--- src/rtl/hazard_ctrl_pkg.sv ---
// Shared types and defaults for the pipeline hazard controller.
// Operand-forward select encoding and the mul/div sequencing FSM states.
package hazard_ctrl_pkg;

  localparam int RW_DEF    = 5;
  localparam int MDLAT_DEF = 4;
  localparam int CW_DEF    = 16;

  typedef enum logic [1:0] {
    FWD_RF  = 2'b00,
    FWD_WB  = 2'b01,
    FWD_MEM = 2'b10
  } fwd_sel_t;

  typedef enum logic {
    RUN     = 1'b0,
    MD_WAIT = 1'b1
  } hz_state_t;

endpackage

--- src/rtl/hazard_ctrl_if.sv ---
// Register indices/flags from the pipeline stages into the hazard controller,
// and the register enables, clears, forward selects and perf counters it drives back.
interface hazard_ctrl_if
  import hazard_ctrl_pkg::*;
#(
  parameter int RW = RW_DEF,
  parameter int CW = CW_DEF
);

  logic [RW-1:0] id_rs1;
  logic [RW-1:0] id_rs2;
  logic          id_use1;
  logic          id_use2;
  logic [RW-1:0] ex_rs1;
  logic [RW-1:0] ex_rs2;
  logic [RW-1:0] ex_rd;
  logic          ex_mem_read;
  logic          ex_md_start;
  logic          ex_br_taken;
  logic [RW-1:0] mem_rd;
  logic [RW-1:0] wb_rd;
  logic          mem_reg_wr;
  logic          wb_reg_wr;

  logic          pc_en;
  logic          ifid_en;
  logic          idex_en;
  logic          exmem_en;
  logic          ifid_clr;
  logic          idex_clr;
  logic          exmem_clr;
  fwd_sel_t      fwd_a;
  fwd_sel_t      fwd_b;
  logic          md_busy;
  logic [CW-1:0] stall_cnt;
  logic [CW-1:0] flush_cnt;

  modport master (
    output id_rs1, id_rs2, id_use1, id_use2, ex_rs1, ex_rs2, ex_rd,
           ex_mem_read, ex_md_start, ex_br_taken, mem_rd, wb_rd, mem_reg_wr, wb_reg_wr,
    input  pc_en, ifid_en, idex_en, exmem_en, ifid_clr, idex_clr, exmem_clr,
           fwd_a, fwd_b, md_busy, stall_cnt, flush_cnt
  );

  modport slave (
    input  id_rs1, id_rs2, id_use1, id_use2, ex_rs1, ex_rs2, ex_rd,
           ex_mem_read, ex_md_start, ex_br_taken, mem_rd, wb_rd, mem_reg_wr, wb_reg_wr,
    output pc_en, ifid_en, idex_en, exmem_en, ifid_clr, idex_clr, exmem_clr,
           fwd_a, fwd_b, md_busy, stall_cnt, flush_cnt
  );

endinterface

--- src/rtl/hazard_ctrl_fwd_sel.sv ---
// Forward-source select for one EX operand; purely combinational.
// MEM result is younger than WB, so it wins; register 0 is never forwarded.
module hazard_ctrl_fwd_sel
  import hazard_ctrl_pkg::*;
#(
  parameter int RW = RW_DEF
) (
  input  logic [RW-1:0] i_src,
  input  logic [RW-1:0] i_mem_rd,
  input  logic          i_mem_wr,
  input  logic [RW-1:0] i_wb_rd,
  input  logic          i_wb_wr,
  output fwd_sel_t      o_sel
);

  logic w_mem_hit;
  logic w_wb_hit;

  assign w_mem_hit = i_mem_wr && (i_mem_rd != '0) && (i_mem_rd == i_src);
  assign w_wb_hit  = i_wb_wr  && (i_wb_rd  != '0) && (i_wb_rd  == i_src);

  always_comb begin
    o_sel = FWD_RF;
    if (w_mem_hit) begin
      o_sel = FWD_MEM;
    end else if (w_wb_hit) begin
      o_sel = FWD_WB;
    end
  end

endmodule

--- src/rtl/hazard_ctrl.sv ---
// Hazard controller: zero-latency stall/flush/forward decode from the stage inputs,
// plus the mul/div occupancy FSM and saturating stall/flush perf counters.
module hazard_ctrl
  import hazard_ctrl_pkg::*;
#(
  parameter int RW    = RW_DEF,
  parameter int MDLAT = MDLAT_DEF,
  parameter int CW    = CW_DEF
) (
  input logic         i_clk,
  input logic         i_rst_n,
  hazard_ctrl_if.slave hz
);

  localparam int MW = (MDLAT > 2) ? $clog2(MDLAT - 1) : 1;

  hz_state_t     r_state;
  hz_state_t     w_state_nxt;
  logic [MW-1:0] r_md_cnt;
  logic [CW-1:0] r_stall_cnt;
  logic [CW-1:0] r_flush_cnt;

  fwd_sel_t w_fwd_a;
  fwd_sel_t w_fwd_b;
  logic     w_lu;
  logic     w_md_go;
  logic     w_flush;
  logic     w_pc_en;
  logic     w_ifid_en;
  logic     w_idex_en;
  logic     w_exmem_en;
  logic     w_ifid_clr;
  logic     w_idex_clr;
  logic     w_exmem_clr;
  logic     w_md_busy;

  hazard_ctrl_fwd_sel #(.RW(RW)) u_fwd_a (
    .i_src    (hz.ex_rs1),
    .i_mem_rd (hz.mem_rd),
    .i_mem_wr (hz.mem_reg_wr),
    .i_wb_rd  (hz.wb_rd),
    .i_wb_wr  (hz.wb_reg_wr),
    .o_sel    (w_fwd_a)
  );

  hazard_ctrl_fwd_sel #(.RW(RW)) u_fwd_b (
    .i_src    (hz.ex_rs2),
    .i_mem_rd (hz.mem_rd),
    .i_mem_wr (hz.mem_reg_wr),
    .i_wb_rd  (hz.wb_rd),
    .i_wb_wr  (hz.wb_reg_wr),
    .o_sel    (w_fwd_b)
  );

  assign w_lu = hz.ex_mem_read && (hz.ex_rd != '0) &&
                ((hz.id_use1 && (hz.id_rs1 == hz.ex_rd)) ||
                 (hz.id_use2 && (hz.id_rs2 == hz.ex_rd)));

  // Priority in RUN: taken branch, then mul/div start, then load-use.
  always_comb begin
    w_state_nxt = r_state;
    w_md_go     = 1'b0;
    w_flush     = 1'b0;
    w_md_busy   = 1'b0;
    w_pc_en     = 1'b1;
    w_ifid_en   = 1'b1;
    w_idex_en   = 1'b1;
    w_exmem_en  = 1'b1;
    w_ifid_clr  = 1'b0;
    w_idex_clr  = 1'b0;
    w_exmem_clr = 1'b0;
    if (!i_rst_n) begin
      w_state_nxt = RUN;
      w_pc_en     = 1'b0;
      w_ifid_en   = 1'b0;
      w_idex_en   = 1'b0;
      w_exmem_en  = 1'b0;
      w_ifid_clr  = 1'b1;
      w_idex_clr  = 1'b1;
      w_exmem_clr = 1'b1;
    end else begin
      case (r_state)
        RUN: begin
          if (hz.ex_br_taken) begin
            w_flush    = 1'b1;
            w_ifid_clr = 1'b1;
            w_idex_clr = 1'b1;
          end else if (hz.ex_md_start) begin
            w_md_go     = 1'b1;
            w_state_nxt = MD_WAIT;
            w_pc_en     = 1'b0;
            w_ifid_en   = 1'b0;
            w_idex_en   = 1'b0;
            w_exmem_clr = 1'b1;
          end else if (w_lu) begin
            w_pc_en    = 1'b0;
            w_ifid_en  = 1'b0;
            w_idex_clr = 1'b1;
          end
        end
        MD_WAIT: begin
          w_md_busy   = 1'b1;
          w_pc_en     = 1'b0;
          w_ifid_en   = 1'b0;
          w_idex_en   = 1'b0;
          w_exmem_clr = 1'b1;
          if (r_md_cnt == '0) begin
            w_state_nxt = RUN;
          end
        end
        default: w_state_nxt = RUN;
      endcase
    end
  end

  always_ff @(posedge i_clk) begin
    if (!i_rst_n) begin
      r_state     <= RUN;
      r_md_cnt    <= '0;
      r_stall_cnt <= '0;
      r_flush_cnt <= '0;
    end else begin
      r_state <= w_state_nxt;
      if (w_md_go) begin
        r_md_cnt <= MW'(MDLAT - 2);
      end else if ((r_state == MD_WAIT) && (r_md_cnt != '0)) begin
        r_md_cnt <= r_md_cnt - 1'b1;
      end
      if (!w_pc_en && (r_stall_cnt != '1)) begin
        r_stall_cnt <= r_stall_cnt + 1'b1;
      end
      if (w_flush && (r_flush_cnt != '1)) begin
        r_flush_cnt <= r_flush_cnt + 1'b1;
      end
    end
  end

  assign hz.pc_en     = w_pc_en;
  assign hz.ifid_en   = w_ifid_en;
  assign hz.idex_en   = w_idex_en;
  assign hz.exmem_en  = w_exmem_en;
  assign hz.ifid_clr  = w_ifid_clr;
  assign hz.idex_clr  = w_idex_clr;
  assign hz.exmem_clr = w_exmem_clr;
  assign hz.fwd_a     = i_rst_n ? w_fwd_a : FWD_RF;
  assign hz.fwd_b     = i_rst_n ? w_fwd_b : FWD_RF;
  assign hz.md_busy   = w_md_busy;
  assign hz.stall_cnt = r_stall_cnt;
  assign hz.flush_cnt = r_flush_cnt;

endmodule

--- src/flat_wrapper.sv ---
// flat-port wrapper written by rule: the top's interface ports become plain ports
module hazard_ctrl_flat import hazard_ctrl_pkg::*;
#(
  parameter int RW    = RW_DEF,
  parameter int MDLAT = MDLAT_DEF,
  parameter int CW    = CW_DEF
)
  (i_clk, i_rst_n, hz_id_rs1, hz_id_rs2, hz_id_use1, hz_id_use2, hz_ex_rs1, hz_ex_rs2, hz_ex_rd, hz_ex_mem_read, hz_ex_md_start, hz_ex_br_taken, hz_mem_rd, hz_wb_rd, hz_mem_reg_wr, hz_wb_reg_wr, hz_pc_en, hz_ifid_en, hz_idex_en, hz_exmem_en, hz_ifid_clr, hz_idex_clr, hz_exmem_clr, hz_fwd_a, hz_fwd_b, hz_md_busy, hz_stall_cnt, hz_flush_cnt);
  hazard_ctrl_if #(.RW(RW), .CW(CW)) hz_i ();
  input logic i_clk;
  input logic i_rst_n;
  input wire logic [$bits(hz_i.id_rs1)-1:0] hz_id_rs1;
  input wire logic [$bits(hz_i.id_rs2)-1:0] hz_id_rs2;
  input wire logic [$bits(hz_i.id_use1)-1:0] hz_id_use1;
  input wire logic [$bits(hz_i.id_use2)-1:0] hz_id_use2;
  input wire logic [$bits(hz_i.ex_rs1)-1:0] hz_ex_rs1;
  input wire logic [$bits(hz_i.ex_rs2)-1:0] hz_ex_rs2;
  input wire logic [$bits(hz_i.ex_rd)-1:0] hz_ex_rd;
  input wire logic [$bits(hz_i.ex_mem_read)-1:0] hz_ex_mem_read;
  input wire logic [$bits(hz_i.ex_md_start)-1:0] hz_ex_md_start;
  input wire logic [$bits(hz_i.ex_br_taken)-1:0] hz_ex_br_taken;
  input wire logic [$bits(hz_i.mem_rd)-1:0] hz_mem_rd;
  input wire logic [$bits(hz_i.wb_rd)-1:0] hz_wb_rd;
  input wire logic [$bits(hz_i.mem_reg_wr)-1:0] hz_mem_reg_wr;
  input wire logic [$bits(hz_i.wb_reg_wr)-1:0] hz_wb_reg_wr;
  output wire logic [$bits(hz_i.pc_en)-1:0] hz_pc_en;
  output wire logic [$bits(hz_i.ifid_en)-1:0] hz_ifid_en;
  output wire logic [$bits(hz_i.idex_en)-1:0] hz_idex_en;
  output wire logic [$bits(hz_i.exmem_en)-1:0] hz_exmem_en;
  output wire logic [$bits(hz_i.ifid_clr)-1:0] hz_ifid_clr;
  output wire logic [$bits(hz_i.idex_clr)-1:0] hz_idex_clr;
  output wire logic [$bits(hz_i.exmem_clr)-1:0] hz_exmem_clr;
  output wire logic [$bits(hz_i.fwd_a)-1:0] hz_fwd_a;
  output wire logic [$bits(hz_i.fwd_b)-1:0] hz_fwd_b;
  output wire logic [$bits(hz_i.md_busy)-1:0] hz_md_busy;
  output wire logic [$bits(hz_i.stall_cnt)-1:0] hz_stall_cnt;
  output wire logic [$bits(hz_i.flush_cnt)-1:0] hz_flush_cnt;
  assign hz_i.id_rs1 = hz_id_rs1;
  assign hz_i.id_rs2 = hz_id_rs2;
  assign hz_i.id_use1 = hz_id_use1;
  assign hz_i.id_use2 = hz_id_use2;
  assign hz_i.ex_rs1 = hz_ex_rs1;
  assign hz_i.ex_rs2 = hz_ex_rs2;
  assign hz_i.ex_rd = hz_ex_rd;
  assign hz_i.ex_mem_read = hz_ex_mem_read;
  assign hz_i.ex_md_start = hz_ex_md_start;
  assign hz_i.ex_br_taken = hz_ex_br_taken;
  assign hz_i.mem_rd = hz_mem_rd;
  assign hz_i.wb_rd = hz_wb_rd;
  assign hz_i.mem_reg_wr = hz_mem_reg_wr;
  assign hz_i.wb_reg_wr = hz_wb_reg_wr;
  assign hz_pc_en = hz_i.pc_en;
  assign hz_ifid_en = hz_i.ifid_en;
  assign hz_idex_en = hz_i.idex_en;
  assign hz_exmem_en = hz_i.exmem_en;
  assign hz_ifid_clr = hz_i.ifid_clr;
  assign hz_idex_clr = hz_i.idex_clr;
  assign hz_exmem_clr = hz_i.exmem_clr;
  assign hz_fwd_a = hz_i.fwd_a;
  assign hz_fwd_b = hz_i.fwd_b;
  assign hz_md_busy = hz_i.md_busy;
  assign hz_stall_cnt = hz_i.stall_cnt;
  assign hz_flush_cnt = hz_i.flush_cnt;
  hazard_ctrl #(.RW(RW), .MDLAT(MDLAT), .CW(CW)) u_core (.i_clk(i_clk), .i_rst_n(i_rst_n), .hz(hz_i));
endmodule
--- config.mk ---
export PLATFORM = sky130hd
export DESIGN_NAME = hazard_ctrl_flat
export DESIGN_NICKNAME = d
export VERILOG_FILES = /design/src/rtl/hazard_ctrl_pkg.sv /design/src/rtl/hazard_ctrl_if.sv /design/src/rtl/hazard_ctrl_fwd_sel.sv /design/src/rtl/hazard_ctrl.sv /design/src/flat_wrapper.sv
export SDC_FILE = /design/constraint.sdc
export NUM_CORES = 1
export LEC_CHECK = 0
export BUFFER_PORTS_ARGS = -buffer_cell sky130_fd_sc_hd__buf_2
export CAP_MARGIN = 20
export CORE_MARGIN = 5
export CORE_UTILIZATION = 25
export CTS_CLUSTER_DIAMETER = 120
export DETAILED_ROUTE_END_ITERATION = 8
export PLACE_DENSITY = 0.55
export SYNTH_ARGS = -nofsm -noshare
export SYNTH_HDL_FRONTEND = slang
export SYNTH_HIERARCHICAL = 1
export SYNTH_SLANG_ARGS = --single-unit
--- constraint.sdc ---
create_clock -name i_clk -period 2.4 [get_ports i_clk]
set_input_delay 0.48 -clock i_clk [delete_from_list [all_inputs] [get_ports i_clk]]
set_output_delay 0.48 -clock i_clk [all_outputs]
set_load 0.01 [all_outputs]
After elaboration in Yosys (flattened, before gate mapping). Cells that the tools add are included.

Bits in registers: 35. Input bits: 44. Output and inout bits: 44. Logic and storage cells: 77.

Add/sub/neg operators: 3. Equal/unequal tests: 8. Multiplexer cells: 37. Bitwise logic cells: 2. Reduce and logical (&&, ||, !) cells: 22.

Operators by type and width (count): adder 16 x 1 -> 16 bit, second input constant (2); != test 16 bit, second input constant (2); == test 5 bit (6); 2-to-1 mux 1 bit (27); nonzero test 5 bit (3); logical AND 1 bit (13); 2-to-1 mux 2 bit (6); one-hot mux 1 bit (2 select lines) (4); nonzero test 2 bit (2); zero test 2 bit (1); inverter 1 bit (2); OR reduction 2 bit (1); subtractor 2 x 1 -> 2 bit, second input constant (1); zero test 1 bit (1); logical OR 1 bit (1).

Longest topological paths before layout. Gate-level depths: netlist (run 1).

Depth in word-level cells: 11. Gate-level depth with buffers: 9. Gate-level depth less buffers: 7.

Cells and area by module. Netlist (run 1), hierarchy kept.

Modules (own cells, without submodules): hazard_ctrl (times used 1, cells an instance 228, area an instance 1874.3 um^2, seq. area each 700.7 um^2); hazard_ctrl_fwd_sel (times used 2, cells an instance 21, area an instance 158.9 um^2, seq. area each 0.0 um^2).

Worst setup path after synthesis (run 1). OpenSTA, ideal clock, no wires.

Path type: input to output. Start point: input port i_rst_n. End point: output port hz_pc_en. Arrival time: 1656 ps. Required time: 1920 ps. Path slack: 264 ps. Stages: 5. Path buffers: 2. Cell sequence: buf_2 > inv_1 > nor3b_1 > o31a_1 > buf_4.

Longest elaborated chain between the ends: 1.

RTL lines: start, declared (RTL line flat_wrapper.sv:11) `input logic i_rst_n;`; 2-to-1 mux 1 bit; end, declared (RTL line flat_wrapper.sv:26) `output wire logic [$bits(hz_i.pc_en)-1:0] hz_pc_en;`.

No other way between the ends.

Final worst setup path (run 1).
Start point: input port hz_ex_rd[4]. End point: output port hz_pc_en.

Longest elaborated chain between the ends: 9. Elaborated cells on any way between the ends: 13. Those cells by class: eq/ne (2); mux (5); reduce/logical (6).

RTL lines: start, declared (RTL line flat_wrapper.sv:18) `input wire logic [$bits(hz_i.ex_rd)-1:0] hz_ex_rd;`; == test 5 bit (on tied branches) (RTL line hazard_ctrl.sv:56, hazard_ctrl.sv:57); logical AND 1 bit (on tied branches) (RTL line hazard_ctrl.sv:56, hazard_ctrl.sv:57); logical OR 1 bit (RTL line hazard_ctrl.sv:56) `((hz.id_use1 && (hz.id_rs1 == hz.ex_rd)) ||`; logical AND 1 bit (*) (RTL line hazard_ctrl.sv:55) `assign w_lu = hz.ex_mem_read && (hz.ex_rd != '0) &&`; 2-to-1 mux 1 bit (*) (RTL line hazard_ctrl.sv:95) `end else if (w_lu) begin`; 2-to-1 mux 1 bit (*) (RTL line hazard_ctrl.sv:88) `end else if (hz.ex_md_start) begin`; 2-to-1 mux 1 bit (*) (RTL line hazard_ctrl.sv:84) `if (hz.ex_br_taken) begin`; one-hot mux 1 bit (2 select lines) (*) (RTL line hazard_ctrl.sv:82) `case (r_state)`; 2-to-1 mux 1 bit (*) (RTL line hazard_ctrl.sv:72) `if (!i_rst_n) begin`.

Every way passes the cells marked *; elsewhere a longest branch is shown, timed or not.

==> flow_summary.ini, run 1 <==
[status]
outcome = complete, no violations

[synth]
yosysUniqueCellTypes = 42
synth_common_cells = dfxtp_1, nor2_1, xor2_1
netlist.area_leader.share = 0.320
syn-num-nets = 317
synth.most_common_cell = dfxtp_1
ys.flop_type = dfxtp_1
synth_edf_count = 0
synth_area_sq_um = 2190
yosys.area.top_type = dfxtp_1
synthCells = 270
synth_area_leaders = dfxtp_1, xor2_1, xnor2_1
synth_warnings = 6
ys_ff_latch = 35
ys_seq_area_frac = 0.320
synthArstFlopShare = 0
syn_avg_cell_area_sq_um = 8.12

[global_routing]
grt-busiest-layer = met2
grt_max_degree = 29
grt_first_pass_wirelength_mm = 10.6
antenna_found_initial = 0
grt_use_total = 0.115
grt_use_met2 = 0.193
use_met3 = 0.0392
grt_pass1_vias = 2206
grtUsageMet1 = 0.140
grt_overflow = 0

[floorplanning]
dieArea_sq_um = 10700
rows = 34
start_util = 0.254
ioPinCount = 88
die_w_microns = 104
die_y_microns = 104
core-area_sq_um = 8640

[timing]
rsz0062_at_grt = false
finalHoldViolCount = 0
drv_slew = 0
min_period_over_period = 0.955
fin_skew_ns = 0.00916
finalSetupTns_ns = 0
max_freq_ghz = 0.436
slew_headroom = 0.546
setup_violations = 0
min_period_ns = 2.29
worst_pin_slew_ns = 0.681

[power]
pwr-share-seq = 0.436
comb_power_share = 0.160
leakage_uw = 0.00116
p_sw_uw = 358
clkPwrFrac = 0.404
switching_share = 0.259
power.internal_uw = 1020
power_density_nw_per_um2 = 486
peakVddDrop_v = 0.000238

[critical_path]
crit_path_start_kind = input pin
crit_arrival_ns = 1.81
r2r-start = u_core/hz.stall_cnt[0]
crit_path_max_fanout = 4
r2r_slack_ns = 0.26
cp.required_ns = 1.92
end_kind = output pin
r2r_cells = 8
worstSetupPathType = input pin to output pin
crit_start = hz_ex_rd[4]
r2r_end = u_core/hz.stall_cnt[6]
worstSetupEndpoint = hz_pc_en

[cts]
clk_latency_ns = 0.28
path_clk_slew_ns = 0.07
cts_tree = done
clock_sinks = 35
numCtsBuffers = 5
clock-root-buffer = clkbuf_8
cts.htree.levels = 2
post_cts_buffers = 0
cts_buffer_depth = 2

[detailed_routing]
wl_per_cell_microns = 13.3
vias = 2245
vias_per_cell = 4.83
drtPass1Iterations = 4
drt_wl_total_mm = 6.17
drt_first_iter_violations = 79
ant_nets = 0
drc = 0

[placement]
place_hpwl_mm = 4.73
place_congestion = 0.790
io_buffers = 87

[layout]
layout.nets = 403
fill_cells = 932
diodes = 0
area_growth_pct = 29.7
drive_above_1_share = 0.314
post-route-util = 0.329

[min_path]
min_path_type = register to register

[flow_run]
max-cap-violations = 0
power groups by stage:
stage	Sequential (uW)	Combinational, uW	Clock [uW]
after floorplan	619	125	0
after global placement	616	218	0
after detailed placement	617	222	0
after CTS	603	223	592
after global routing	606	246	615
final	603	221	559
worst min-delay path by stage:
stage | from | depth (start not counted) | end | slack [ns]
floorplan | u_core/r_md_cnt[1] | 1 | u_core/r_md_cnt[1] | 0.50
global placement | u_core/hz.flush_cnt[1] | 2 | u_core/hz.flush_cnt[1] | 0.47
global route | u_core/hz.flush_cnt[1] | 2 | u_core/hz.flush_cnt[1] | 0.51
finish | u_core/hz.flush_cnt[1] | 2 | u_core/hz.flush_cnt[1] | 0.50
CTS | u_core/hz.flush_cnt[1] | 2 | u_core/hz.flush_cnt[1] | 0.50
detailed placement | u_core/hz.flush_cnt[1] | 2 | u_core/hz.flush_cnt[1] | 0.49
sequential cells by signal, summed over array words and instances, names as in the netlist:
| signal | cells |
|---|---|
| u_core/r_md_cnt | 2 |
| u_core/hz.flush_cnt | 16 |
| u_core/r_state | 1 |
| u_core/hz.stall_cnt | 16 |
layout make-up:
cell class	count	area (sq um)	area share
flip-flops and latches	35	701	0.246
clock inverters	2	35.0	0.0123
well taps	108	135	0.0475
inverters	7	26.3	0.00924
clock buffers	6	82.6	0.0290
multi-input cells	215	1390	0.489
repair buffers	92	473	0.166
cell usage in the layout (no fill, tap or decap), types with 16 or more instances in the layout:
cell type / count
nand2_1: 16
xor2_1: 21
nand3_1: 19
xnor2_1: 17
a21oi_1: 16
dfxtp_1: 35
nor2_1: 24
buf_2: 87
worst max-delay path: stages:
cell and delay (ns):
buf_2 0.12, xor2_1 0.16, nor4_1 0.35, a32oi_1 0.18, o31a_1 0.37, buf_2 0.16
per-stage QoR:
stage | hold WS, ns | instance area (sq um) | total power [uW] | cells | worst slack [ns]
floorplan | 0.497 | 2190 | 744 | 270 | 0.264
global placement | 0.474 | 2720 | 834 | 457 | 0.146
detailed placement | 0.491 | 2720 | 838 | 457 | 0.131
CTS | 0.500 | 2840 | 1420 | 465 | 0.124
global route | 0.512 | 2840 | 1470 | 465 | 0.0108
finish | 0.496 | 2840 | 1380 | 465 | 0.108
what timing repair did:
| item | CTS | global route |
|---|---|---|
| endpoints found under the hold margin | 0 | 0 |
| endpoints found under the setup margin | 0 | 1 |
| hold buffers | 0 | 0 |
| resized for setup | 0 | 1 |
metal layers:
| layer | part of all wire | wire length (microns) |
|---|---|---|
| met5 | 0 | 0 |
| met4 | 0.011 | 68 |
| met3 | 0.080 | 494 |
| met2 | 0.46 | 2870 |
| met1 | 0.44 | 2740 |
logic make-up (layout without fill, tap and decap cells):
kind of cell | after synthesis | after routing | synth area share
adders and majority gates | 3 | 3 | 0.0171
DFF | 35 | 35 | 0.320
muxes | 1 | 1 | 0.00457
buffers and inverters | 20 | 107 | 0.0485
xor gates and xnor gates | 38 | 38 | 0.152
and+or+nand+nor | 124 | 124 | 0.302
AOI/OAI and AO/OA | 49 | 49 | 0.156
(Power assumes the default switching activity.)
==> run 2: changes to the inputs <==
- CELL_PAD_IN_SITES_DETAIL_PLACEMENT: not set -> 1
- CELL_PAD_IN_SITES_GLOBAL_PLACEMENT: not set -> 2
- CORE_UTILIZATION: 25 -> 27
- PLACE_DENSITY: 0.55 -> 0.89
==> run 2 against run 1 <==
  * Worst setup slack better by 0.043 ns
  * Utilization up 3.3 points
  * Non-clock buffer count up 1
  * Count of clock-buffer cells in the layout up 1
  * Maximum frequency up 1.9%
  * Cell count down 1.1%
  * Worst hold slack worse by 0.0065 ns
  * Critical path type unchanged
  * Largest cell class unchanged
==> flow_summary.ini, run 2 (synthesized netlist as in run 1, its figures left out) <==
[critical_path]
crit_path_max_fanout = 4
crit_top_cell = buf_2
crit_arrival_ns = 1.77
r2r-start = u_core/hz.flush_cnt[3]
r2r_cells = 6
cp.required_ns = 1.92
r2r_end = u_core/hz.flush_cnt[13]
crit_path_start_kind = input pin
crit_start = hz_ex_rd[0]
cp_cell_sequence = buf_2 -> xor2_1 -> nor4_2 -> a32oi_1 -> o31a_1 -> buf_2
crit_path_top_delay_cell = o31a_1
r2r_slack_ns = 0.31
slowest_delay_ns = 0.37
worstSetupPathType = input pin to output pin
end_kind = output pin
worstSetupEndpoint = hz_ifid_en

[floorplanning]
die_w_microns = 100
start_util = 0.281
dieArea_sq_um = 10000
ioPinCount = 88
core-area_sq_um = 7810
die_y_microns = 100
rows = 32

[cts]
cts_tree = done
clock-root-buffer = clkbuf_8
cts_resized = 0
numCtsBuffers = 5
cts.htree.levels = 2
post_cts_buffers = 0
clock_sinks = 35
hold_buffers = 0
clk_latency_ns = 0.29
path_clk_slew_ns = 0.08
cts_buffer_depth = 2

[global_routing]
antenna_found_initial = 0
grt_use_total = 0.137
grt_overflow = 0
grt_max_degree = 29
grt_first_pass_wirelength_mm = 11.5
grt_pass1_vias = 2422

[timing]
min_period_over_period = 0.937
finalHoldViolCount = 0
min_period_ns = 2.25
worst_pin_slew_ns = 0.681
rsz0062_at_grt = false
finalSetupTns_ns = 0
timing.final.ws_setup_ns = 0.151
max_freq_ghz = 0.445
drv_slew = 0
setup_violations = 0
fin_skew_ns = 0.0100
holdWs_ns = 0.489
slew_headroom = 0.545

[detailed_routing]
drt_wl_total_mm = 6.86
vias_per_cell = 4.97
drtPass1Iterations = 4
drc = 0
vias = 2288
ant_nets = 0
wl_per_cell_microns = 14.9
drt_first_iter_violations = 70

[power]
leakage_uw = 0.00116
peakVddDrop_v = 0.000247
power_density_nw_per_um2 = 466

[layout]
layout.nets = 404
final_cell_mix = buf_2, dfxtp_1, nor2_1
fill_cells = 1003
diodes = 0
final_common_cell = buf_2
drive_above_1_share = 0.313
area_growth_pct = 28.8

[placement]
place_congestion = 0.782
place_hpwl_mm = 5.33
place_ws_ns = 0.144
io_buffers = 87

[min_path]
min_path_type = register to register
hp-start = u_core/hz.flush_cnt[1]

[flow_run]
max-cap-violations = 0

[status]
outcome = complete, no violations
-- run 2: changes by cell type in the layout (fill, tap and decap cells not counted), sizes merged --
cell and change:
bufinv -1, clkinv -1, clkinvlp +1, clkbuf +1
buf +1
-- run 2: worst min-delay path by stage --
stage                     slack, ns                      to  cells after the start
after global placement         0.48  u_core/hz.flush_cnt[1]                      2
after floorplan                0.50      u_core/r_md_cnt[1]                      1
after global routing           0.54  u_core/hz.flush_cnt[1]                      2
after detailed placement       0.48  u_core/hz.flush_cnt[1]                      2
final                          0.49  u_core/hz.flush_cnt[1]                      2
after CTS                      0.49  u_core/hz.flush_cnt[1]                      2
-- run 2: layout make-up --
type	count	area, sq um	share of cell area
clock buffer	7	96.3	0.0341
clock inverter	1	7.51	0.00266
inverter	7	26.3	0.00930
multi-input combinational	215	1390	0.490
sequential	35	701	0.248
tap	102	128	0.0452
timing repair buffer	93	480	0.170
-- run 2: per-layer routing --
layer / vias up / share of wire / global-route usage
met3: 6 / 0.052 / 0.0236
met1: 1085 / 0.45 / 0.172
met4: 0 / 0.012 / 0.0373
li1: 1137 / - / -
met5: - / 0 / 0
met2: 60 / 0.49 / 0.243
-- run 2: power breakdown --
group / leakage, uW / internal [uW] / total [uW] / switching (uW)
Clock: 0.0000505 / 261 / 486 / 225
Combinational: 0.000825 / 98.7 / 229 / 130
Sequential: 0.000283 / 592 / 602 / 10.9
Total: 0.00116 / 952 / 1320 / 366
-- run 2: per-stage QoR --
step	utilization	instance area [sq um]	instances	total power, uW
2_1_floorplan	-	2190	270	744
3_3_place_gp	0.348	2720	452	840
3_5_place_dp	0.348	2720	452	846
4_1_cts	0.362	2820	460	1340
5_1_grt	0.362	2820	460	1390
6_report	0.362	2820	460	1320
-- run 2: worst max-delay path, delay by kind of cell --
kind	cells	cell delay, ns
AOI/OAI and AO/OA	2	0.57
buffers and inverters	2	0.29
and+or+nand+nor	1	0.25
xor gates and xnor gates	1	0.17
==> run 3: changes to the inputs <==
- MAX_ROUTING_LAYER: not set -> met4
- clock period: 2.4 -> 2.5 ns (I/O delays scaled with it)
==> run 3 against run 2 <==
  * Via count shrank 0.48%
  * Non-clock buffer count shrank 1
  * Register-to-register slack gained 0.11 ns
  * Critical path depth grew 2
  * Sequential share of layout area grew 0.23 points
  * Sequential power shrank 3.8%
  * Critical endpoint is now hz_idex_clr
  * Flip-flop and latch count is the same
  * Worst setup slack gained 0.016 ns
  * Routed wire length grew 0.36%
==> flow_summary.ini, run 3 (synthesized netlist as in run 1, its figures left out) <==
[global_routing]
grt_pass1_vias = 2365
antenna_found_initial = 0
grt_first_pass_wirelength_mm = 11.6
grt_max_degree = 29
grt_overflow = 0
grt_use_total = 0.142

[floorplanning]
rows = 32
ioPinCount = 88
dieArea_sq_um = 10000
die_w_microns = 100
core-area_sq_um = 7810
die_y_microns = 100
start_util = 0.281

[detailed_routing]
vias = 2277
drc = 0
ant_nets = 0
wl_per_cell_microns = 15.0
vias_per_cell = 4.96
drt_wl_total_mm = 6.88
drt_first_iter_violations = 63
drtPass1Iterations = 4

[cts]
clock_sinks = 35
cts_buffer_depth = 2
path_clk_slew_ns = 0.07
cts_tree = done
cts.htree.levels = 2
clk_latency_ns = 0.29
clock-root-buffer = clkbuf_8
cts_resized = 0
numCtsBuffers = 5
hold_buffers = 0
post_cts_buffers = 0

[critical_path]
r2r_cells = 6
worstSetupEndpoint = hz_idex_clr
r2r-start = u_core/hz.flush_cnt[3]
r2r_end = u_core/hz.flush_cnt[13]
worstSetupPathType = input pin to output pin
crit_arrival_ns = 1.83
r2r_slack_ns = 0.42
end_kind = output pin
crit_start = hz_ex_rd[4]
crit_path_start_kind = input pin
crit_path_max_fanout = 3
cp.required_ns = 2.00

[timing]
finalHoldViolCount = 0
worst_pin_slew_ns = 0.654
slew_headroom = 0.564
setup_violations = 0
fin_skew_ns = 0.00925
min_period_over_period = 0.933
min_period_ns = 2.33
max_freq_ghz = 0.429
finalSetupTns_ns = 0
holdWs_ns = 0.493
drv_slew = 0
rsz0062_at_grt = false

[power]
leakage_uw = 0.00114
total_power_uw = 1210
power_density_nw_per_um2 = 432
peakVddDrop_v = 0.000169

[status]
outcome = complete, no violations

[layout]
diodes = 0
final_cell_mix = buf_2, dfxtp_1, nor2_1
drive_above_1_share = 0.308
final_common_cell = buf_2
area_growth_pct = 27.6
layout.nets = 403

[min_path]
min_path_type = register to register
hp-start = u_core/hz.flush_cnt[1]

[placement]
place_congestion = 0.790
place_hpwl_mm = 5.35
io_buffers = 87

[flow_run]
max-cap-violations = 0
run 3: cell types whose count changed in the layout (fill, tap and decap cells not counted):
cell | before | now
clkinv_2 | 0 | 1
clkbuf_1 | 0 | 1
buf_4 | 6 | 5
clkbuf_8 | 7 | 5
run 3: area by class of cell:
| type | instances | area (sq um) |
|---|---|---|
| Clock inverter | 2 | 12.5 |
| Sequential cell | 35 | 701 |
| Inverter | 7 | 26.3 |
| Tap cell | 102 | 128 |
| Clock buffer | 6 | 72.6 |
| Fill cell | 989 | 5010 |
| Timing Repair Buffer | 92 | 473 |
| Multi-Input combinational cell | 215 | 1390 |
run 3: worst max-delay path: stages:
cell	delay, ns
buf_2	0.12
xor2_1	0.17
nor4_2	0.29
a32oi_1	0.20
nor3_1	0.20
nor2_1	0.05
o21ai_0	0.14
buf_2	0.16
run 3: power by group:
part	total [uW]	switching [uW]	internal, uW
Combinational	220	124	95.2
Clock	411	216	195
Sequential	579	11.4	568
Total	1210	352	858
run 3: metal layers:
layer / part of all wire / vias to the layer above / track usage
met5: 0 / - / -
met4: 0.0097 / 0 / 0.0342
met3: 0.057 / 4 / 0.0264
met2: 0.48 / 66 / 0.240
met1: 0.45 / 1076 / 0.176
li1: - / 1131 / -
run 3: worst min path at each step:
stage | to | cells past startpoint | slack (ns)
after global placement | u_core/hz.flush_cnt[1] | 2 | 0.48
final | u_core/hz.flush_cnt[1] | 2 | 0.49
after detailed placement | u_core/hz.flush_cnt[1] | 2 | 0.49
after CTS | u_core/hz.flush_cnt[1] | 2 | 0.50
after floorplan | u_core/r_md_cnt[1] | 1 | 0.50
after global routing | u_core/hz.flush_cnt[1] | 2 | 0.52
run 3: per-stage QoR:
| step | area, sq um | std cells | worst slack (ns) | util |
|---|---|---|---|---|
| finish | 2800 | 459 | 0.167 | 0.358 |
| global route | 2800 | 459 | 0.0194 | 0.358 |
| CTS | 2800 | 459 | 0.145 | 0.358 |
| detailed placement | 2710 | 451 | 0.152 | 0.347 |
| global placement | 2710 | 451 | 0.215 | 0.347 |
| floorplan | 2190 | 270 | 0.324 | - |
